===== src/rtl/mul_pkg.sv =====
// Shared definitions for the pipelined multiplier: condition-code bit positions
// and the per-op control/passthrough record. MUL_ACC_EN adds the accumulate flag.
package mul_pkg;

    localparam int MUL_AW  = 32;
    localparam int MUL_TW  = 12;
    localparam int CC_OVF  = 1;
    localparam int CC_ZERO = 0;

    // Field widths follow MUL_AW/MUL_TW; the top's AW/TW default to these.
    typedef struct packed {
        logic              tag;
        logic              sat;
`ifdef MUL_ACC_EN
        logic              acc;
`endif
        logic [MUL_AW-1:0] opr0;
        logic [MUL_TW-1:0] gen;
    } mul_op_t;

endpackage


===== src/rtl/mul_pipe_reg.sv =====
// One elastic pipeline stage: a valid bit plus a data word, loading whenever
// the stage is empty or its current contents are leaving downstream.
module mul_pipe_reg #(
    parameter int W = 8
) (
    input  logic         clk,
    input  logic         rst_n,
    input  logic         up_valid,
    output logic         up_ready,
    input  logic [W-1:0] d,
    output logic         dn_valid,
    input  logic         dn_ready,
    output logic [W-1:0] q
);

    logic         valid_q;
    logic [W-1:0] data_q;

    assign up_ready = ~valid_q | dn_ready;
    assign dn_valid = valid_q;
    assign q        = data_q;

    always_ff @(posedge clk or negedge rst_n) begin
        if (!rst_n) begin
            valid_q <= 1'b0;
            data_q  <= '0;
        end else if (up_ready) begin
            valid_q <= up_valid;
            if (up_valid) begin
                data_q <= d;
            end
        end
    end

endmodule


===== src/rtl/pipe_multiplier.sv =====
// Pipelined signed multiplier with saturation, {ovf, zero} flags and tag mode.
// Optional accumulator enabled by defining MUL_ACC_EN.
module pipe_multiplier
    import mul_pkg::*;
#(
    parameter int AW     = MUL_AW,
    parameter int BW     = 16,
    parameter int TW     = MUL_TW,
    parameter int STAGES = 3
) (
    input  logic          clk,
    input  logic          rst_n,
    input  logic          in_valid,
    output logic          in_ready,
    input  logic [AW-1:0] opr0,
    input  logic [BW-1:0] opr1,
    input  logic [BW-1:0] imm16,
    input  logic [TW-1:0] gen,
    input  logic          tag,
    input  logic          sat,
    input  logic          r_sel,
    input  logic          imm_sel,
`ifdef MUL_ACC_EN
    input  logic          acc,
`endif
    output logic          out_valid,
    input  logic          out_ready,
    output logic [AW-1:0] rslt,
    output logic [1:0]    rslt_cc,
    output logic [TW-1:0] rslt_tag
);

    localparam int PW  = AW + BW;
    localparam int OPW = $bits(mul_op_t);
    localparam int CW  = PW + 1 + OPW;
    localparam int OW  = AW + 2 + TW;
`ifdef MUL_ACC_EN
    localparam int VW  = PW + 1;
`else
    localparam int VW  = PW;
`endif

    logic signed [AW-1:0] a_s;
    logic signed [BW-1:0] b_s;
    logic signed [PW-1:0] p_s;
    logic                 zero_in;
    mul_op_t              op_in;

    always_comb begin
        a_s     = tag ? {{(AW-TW){1'b0}}, gen} : opr0;
        b_s     = r_sel ? (imm_sel ? {{(BW-5){1'b0}}, imm16[4:0]} : imm16) : opr1;
        p_s     = PW'(a_s) * PW'(b_s);
        zero_in = (a_s == '0) | (b_s == '0);
        op_in      = '0;
        op_in.tag  = tag;
        op_in.sat  = sat;
        op_in.opr0 = opr0;
        op_in.gen  = gen;
`ifdef MUL_ACC_EN
        op_in.acc  = acc;
`endif
    end

    logic [STAGES:0] vld;
    logic [STAGES:0] rdy;
    logic [CW-1:0]   cd [STAGES];

    assign vld[0]      = in_valid;
    assign in_ready    = rdy[0];
    assign rdy[STAGES] = out_ready;
    assign out_valid   = vld[STAGES];
    assign cd[0]       = {p_s, zero_in, op_in};

    // Product and op record ride unchanged through all but the last stage.
    for (genvar i = 0; i < STAGES - 1; i++) begin : g_carry
        mul_pipe_reg #(.W(CW)) u_stage (
            .clk      (clk),
            .rst_n    (rst_n),
            .up_valid (vld[i]),
            .up_ready (rdy[i]),
            .d        (cd[i]),
            .dn_valid (vld[i+1]),
            .dn_ready (rdy[i+1]),
            .q        (cd[i+1])
        );
    end

    logic signed [PW-1:0] f_p;
    logic                 f_zero;
    mul_op_t              f_op;
    logic signed [VW-1:0] f_val;
    logic [AW-1:0]        f_rslt;
    logic [TW-1:0]        f_tag;
    logic [1:0]           f_cc;
    logic [OW-1:0]        out_d;
    logic [OW-1:0]        out_q;

    assign {f_p, f_zero, f_op} = cd[STAGES-1];

`ifdef MUL_ACC_EN
    logic signed [VW-1:0] acc_q;
    logic signed [VW-1:0] acc_d;
    logic                 f_load;

    assign f_load = vld[STAGES-1] & rdy[STAGES-1];
    assign acc_d  = f_op.acc ? acc_q + {f_p[PW-1], f_p} : {f_p[PW-1], f_p};
    assign f_val  = acc_d;

    always_ff @(posedge clk or negedge rst_n) begin
        if (!rst_n) begin
            acc_q <= '0;
        end else if (f_load && !f_op.tag) begin
            acc_q <= acc_d;
        end
    end
`else
    assign f_val = f_p;
`endif

    always_comb begin
        f_cc          = '0;
        f_cc[CC_ZERO] = f_zero;
        if (f_op.tag) begin
            f_rslt       = f_op.opr0;
            f_tag        = f_p[TW-1:0];
            f_cc[CC_OVF] = |f_p[PW-1:TW];
        end else begin
            f_tag        = f_op.gen;
            // In range only when every bit from the result MSB upward matches.
            f_cc[CC_OVF] = ~((&f_val[VW-1:AW-1]) | ~(|f_val[VW-1:AW-1]));
            if (f_op.sat && f_cc[CC_OVF]) begin
                f_rslt = f_val[VW-1] ? {1'b1, {(AW-1){1'b0}}} : {1'b0, {(AW-1){1'b1}}};
            end else begin
                f_rslt = f_val[AW-1:0];
            end
        end
        out_d = {f_rslt, f_cc, f_tag};
    end

    mul_pipe_reg #(.W(OW)) u_out (
        .clk      (clk),
        .rst_n    (rst_n),
        .up_valid (vld[STAGES-1]),
        .up_ready (rdy[STAGES-1]),
        .d        (out_d),
        .dn_valid (vld[STAGES]),
        .dn_ready (rdy[STAGES]),
        .q        (out_q)
    );

    assign {rslt, rslt_cc, rslt_tag} = out_q;

endmodule


===== config.mk =====
export PLATFORM = sky130hd
export DESIGN_NAME = pipe_multiplier
export DESIGN_NICKNAME = d
export VERILOG_FILES = /design/src/rtl/mul_pkg.sv /design/src/rtl/mul_pipe_reg.sv /design/src/rtl/pipe_multiplier.sv
export SDC_FILE = /design/constraint.sdc
export NUM_CORES = 2
export LEC_CHECK = 0
export CAP_MARGIN = 10
export CORE_UTILIZATION = 40
export CTS_BUF_LIST = sky130_fd_sc_hd__clkbuf_8
export DETAILED_ROUTE_END_ITERATION = 10
export GPL_TIMING_DRIVEN = 0
export HOLD_SLACK_MARGIN = 0.03
export PLACE_DENSITY = 0.6
export SLEW_MARGIN = 20
export SYNTH_ARGS = -nofsm -noshare
export SYNTH_HDL_FRONTEND = slang
export SYNTH_SLANG_ARGS = --single-unit

===== constraint.sdc =====
create_clock -name clk -period 2.69 [get_ports clk]
set_input_delay 0.538 -clock clk [delete_from_list [all_inputs] [get_ports clk]]
set_output_delay 0.538 -clock clk [all_outputs]
set_load 0.005 [all_outputs]

# Word-level counts from Yosys, hierarchy flattened
# Cells that the tools add are included.
[totals]
regBits = 239
latchBits = 0
ramBits = 0
rom_bits = 0
output_inout_bits = 48
word_cells = 34
n_memories = 0
[classes]
add_sub_neg = 0
mul = 1
n_div = 0
order_cmp = 0
eq_ne = 0
shift = 0
n_mux = 8
n_bitwise = 10
n_reduce_logical = 9
[ops]
columns = ["operator", "count"]
rows = [
  ["$mux W32", 4],
  ["$mul A32 B16 Y48", 1],
  ["$reduce_or A36 Y1", 1],
  ["$logic_not A32 Y1", 1],
  ["$mux W16", 2],
  ["$reduce_and A17 Y1", 1],
  ["$reduce_or A17 Y1", 1],
  ["$logic_not A16 Y1", 1],
  ["$mux W12", 1],
  ["$reduce_and A2 Y1", 3],
  ["$not A1 Y1", 5],
  ["$or A1 B1 Y1", 5],
  ["$logic_and A1 B1 Y1", 1],
  ["$mux W1", 1],
]

# Logic depth before layout (Yosys ltp)
[depth]
depth_word = 7
depth_mapped = 30
depth_no_buf = 25

# Cells and area by module
# Synthesis repeated with hierarchy kept, for this count alone.
[hier_totals]
cells_unflattened = 2802
hier_area_um2 = 28496.1
[modules_own_cells]
columns = ["module", "instances", "cells_each", "area_per_inst_um2", "seq_area_each_um2"]
rows = [
  ["pipe_multiplier", 1, 2294, 19028.2, 0.0],
  ["mul_pipe_reg (g_carry[0].u_stage ...)", 2, 204, 3773.6, 2402.3],
  ["mul_pipe_reg (u_out)", 1, 100, 1920.6, 1176.1],
]

# Worst setup path before layout
# OpenSTA, ideal clock, no wires.
[synth_timing]
kind = "input-to-reg"
start = "input r_sel"
end = "register g_carry[0].u_stage.data_q[93]"
setup_time_ps = 130
t_arrival_ps = 6877
required_ps = 2560
slack_ps = -4317
cell_stages = 27
n_path_buf = 6
path_cell_list = "clkbuf_1 > buf_2 > buf_2 > o21ai_0 > clkbuf_1 > clkbuf_1 > nand2_1 > fa_1 > inv_1 > fa_1 > fa_1 > fa_1 > fa_1 > inv_1 > fa_1 > inv_1 > ha_1 > buf_6 > a21o_1 > a21oi_1 > o21ai_1 > a311oi_2 > a31oi_2 > a31o_1 > a211oi_2 > xor2_1 > o21ai_1"
[synth_between]
elab_chain_len = 2
[synth_lines]
columns = ["element", "line_no", "text"]
rows = [
  ["start, declared", "pipe_multiplier.sv:21", "input logic r_sel,"],
  ["$mux W16", "pipe_multiplier.sv:51", "b_s = r_sel ? (imm_sel ? {{(BW-5){1'b0}}, imm16[4:0]} : imm16) : opr1;"],
  ["$mul A32 B16 Y48", "pipe_multiplier.sv:52", "p_s = PW'(a_s) * PW'(b_s);"],
  ["end signal, assigned", "mul_pipe_reg.sv:26", "data_q <= '0;"],
  ["end signal, assigned", "mul_pipe_reg.sv:30", "data_q <= d;"],
  ["end, declared", "mul_pipe_reg.sv:17", "logic [W-1:0] data_q;"],
]
# Every way passes these cells.
# A chain may end at the register's enable or synchronous reset.

# Final worst setup path
# Ends and elaborated chain as after synthesis.

==> results.md <==
* Crit-path max cell delay at 0.52 ns
* Area growth from synthesis to layout at 28.59%
* Max-cap violations at 0
* Reg2reg start: g_carry[1].u_stage.q[94]
* Slowest CP cell: fa_1
* Routed WL at 93630 um
* Area contributors post-synth: fa_1 (35%), dfrtp_1 (21%), mux2_2 (7.8%)
* Cells after Synth at 2912
* Routability congestion estimate at 0.9711
* Syn nets at 3596
* Crit end category: register
* Reg2Reg Setup Slack at roughly 0.12 ns
* Most numerous cell in the Yosys netlist: inv_1
* Synth top area share at 34.88%
* DRT Pass-1 Iters at 6
* Post-place setup slack at -5.431 ns
* DR vias at about 22000
* EDFF count, synth at 0
* Longest Clk Path Bufs at 3
* Nets@finish at 3969
* Root Buffer: clkbuf_8
* Row cnt at 96
* Layout cells sized above 1 at 26.81%
* Post-DR vias/cell at 5.211
* Num CTS Buffers at 35
* Initial DRC Count at around 1700
* Crit path top cell by count: fa_1
* Post-DP Area at 31110 um2
* Hold Path Class: in2async
* Crit share post-route at 243.5%
* Setup crit end: g_carry[0].u_stage.q[93]
* Die span in y at 266.1 um
* Failing checks: negative setup slack
* CTS tree: done
* CP Launch Point: r_sel
* Hpwl dp at just over 70000 um
* First-pass GRT wire length at 140500 um
* PortBufs at 129
* Overall global routing resource usage at 26.81%
* Clock skew at 0.02022 ns
* Die X-Extent at between 200 and 300 um
* Required @ worst endpoint at 3.08 ns
* Worst path bufs/invs at 9
* Fin util at 52.11%
* Post-synth top cells: inv_1 (568), fa_1 (486), nand2_1 (418)
* H-tree depth at 2
* Final ANT Viol Nets at 0
* Critical Path AT at 6.94 ns
* Die area at ~71000 um2
* Fmax at 0.1527 GHz
* Largest net degree at the start of global routing at 87
* Number of global-route vias before repair at 23104
* Drt wl/cell at 22.08 um
* Crit-path max FO at 7
* IO Count at 132
* Area of the mapped netlist at 27890 um2
* CP top delay family: adder cells
* Final hold viol count at 0
* Core Box Area at 68830 um2
* CP Launch Type: input port
* Cell area after layout at ~36000 um2
* Post-synth cell types at 63
* Fill cell count at just over 6000
* Initial antenna violation count at 4
* Post-synthesis sequential area ratio at 21.44%
* Clk slew on worst S/H paths at about 0.07 ns
* Area leader, netlist: fa_1
* Tightest Pin Transition at 0.8779 ns
* Worst-skew pair later-pin latency at 0.53 ns
* GRT overflow at 0
* FF-to-FF path depth at 10
* Stages on worst setup path at 26
* Async set-reset flop share out of synthesis at 100.0%
* Final WS setup at -3.861 ns
* Mean post-synth cell area at 9.578 um2
* Warnings from Yosys at 0
* Initial core utilization at 40.52%
* Ys flop type: dfrtp_1
* Number of remaining DRC errors at 0
* RSZ-0062 raised after global routing: true
* Rel. slew slack at 41.47%
* CTS Sinks at 239
* FF+latch count, synth at around 240
* Status: finished with violations
* Setup Viol. Count Final at 45
* Final worst path period need at ~6.6 ns
* Slew Viols, Final at 0
* RR Endpoint: u_out.q[26]
* Crit Path Category: in2reg
==> cells in the final DEF (no fill, tap or decap), types with 13 or more instances in the layout <==
| cell | instances |
|---|---|
| inv_1 | 544 |
| fa_1 | 454 |
| nand2_1 | 376 |
| dfrtp_1 | 238 |
| nor2_1 | 206 |
| mux2_2 | 181 |
| buf_4 | 151 |
| ha_1 | 74 |
| clkdlybuf4s50_1 | 63 |
| clkbuf_8 | 55 |
| a21oi_1 | 55 |
| o21ai_1 | 53 |
| o21ai_0 | 49 |
| dlygate4sd2_1 | 49 |
| buf_6 | 39 |
| inv_2 | 35 |
| clkbuf_1 | 33 |
| buf_12 | 32 |
| fa_2 | 32 |
| ha_4 | 32 |
| nand2_2 | 30 |
| nor2_2 | 29 |
| xnor2_1 | 27 |
| a21o_1 | 21 |
| clkbuf_16 | 19 |
| nand4_1 | 19 |
| a21oi_2 | 18 |
| xor2_1 | 18 |
| nand2b_1 | 17 |
| clkbuf_4 | 17 |
| buf_8 | 17 |
| mux2i_4 | 17 |
| nor4_1 | 16 |
| nor2_4 | 14 |
| nand3_1 | 14 |
| nor2b_1 | 13 |
| mux2i_1 | 13 |
==> how the worst min path moves through the flow <==
stage	cells after the start	to	slack, ns
floorplan	0	g_carry[0].u_stage.dn_valid	0.24
global placement	1	g_carry[1].u_stage.dn_valid	0.47
detailed placement	1	g_carry[0].u_stage.q[91]	0.35
CTS	2	g_carry[1].u_stage.q[87]	0.38
global route	2	g_carry[1].u_stage.q[87]	0.38
finish	2	g_carry[0].u_stage.q[94]	0.40
==> registers in the layout, summed over array words and instances, names as in the netlist <==
| signal | count |
|---|---|
| g_carry.u_stage.dn_valid | 2 |
| u_out.q | 46 |
| u_out.dn_valid | 1 |
| g_carry.u_stage.q | 190 |
==> stage by stage <==
| stage | setup TNS (ns) | instances | hold WS (ns) |
|---|---|---|---|
| after floorplan | -140.23 | 2912 | 0.2424 |
| after global placement | -2486.85 | 3972 | 0.4666 |
| after detailed placement | -242.74 | 3978 | 0.3548 |
| after CTS | -139.02 | 4196 | 0.3802 |
| after global routing | -147.05 | 4238 | 0.3770 |
| final | -140.77 | 4240 | 0.4016 |
==> cells by family after synthesis <==
group / Yosys count / share of synthesized area [%]
buf+inv: 707 / 9.694
simple gates: 803 / 12.03
xor+xnor: 52 / 1.633
mux: 222 / 8.829
compound gates: 289 / 6.375
flops: 239 / 21.44
fa+ha+maj: 600 / 40.00
==> cell type report <==
cell class,count,area (um2),area share [%]
clock inverters,15,85.08,0.2372
multi-input cells,1967,21060,58.71
repair buffers,340,3418,9.531
plain buffers,133,1418,3.953
inverters,569,2151,5.997
flip-flops and latches,239,5982,16.68
well taps,931,1165,3.248
diodes,4,10.01,0.02791
clock buffers,42,578.1,1.612
==> worst reg2reg max path, cell delays in order, from the launching register on <==
cell	delay (ns)
dfrtp_2	0.47
nor4_4	0.31
nand4_1	0.17
nor4_4	0.29
a41oi_2	0.13
nand2_2	0.20
buf_4	0.16
buf_2	0.22
a21oi_1	0.10
o21ai_0	0.26
mux2_2	0.21
==> routing by layer <==
layer | track usage, % | share of wire, % | vias up
met3 | 7.486 | 9.5 | 237
met1 | 35.18 | 40 | 11275
met4 | 10.81 | 5.1 | 4
met2 | 41.86 | 45 | 904
met5 | 0 | 0.031 | -
li1 | - | - | 9674
==> repair_timing <==
action | CTS | global route
pin swaps | 100 | 162
buffers inserted | 151 | 48
endpoints found under the setup margin | 103 | 86
hold endpoints to repair | 10 | 0
hold buffers | 1 | 0
cloned | 9 | 0
resized for setup | 424 | 248
Power is not shown: default switching activity piles up to over one toggle a cycle in this logic, so the estimate is an artifact.
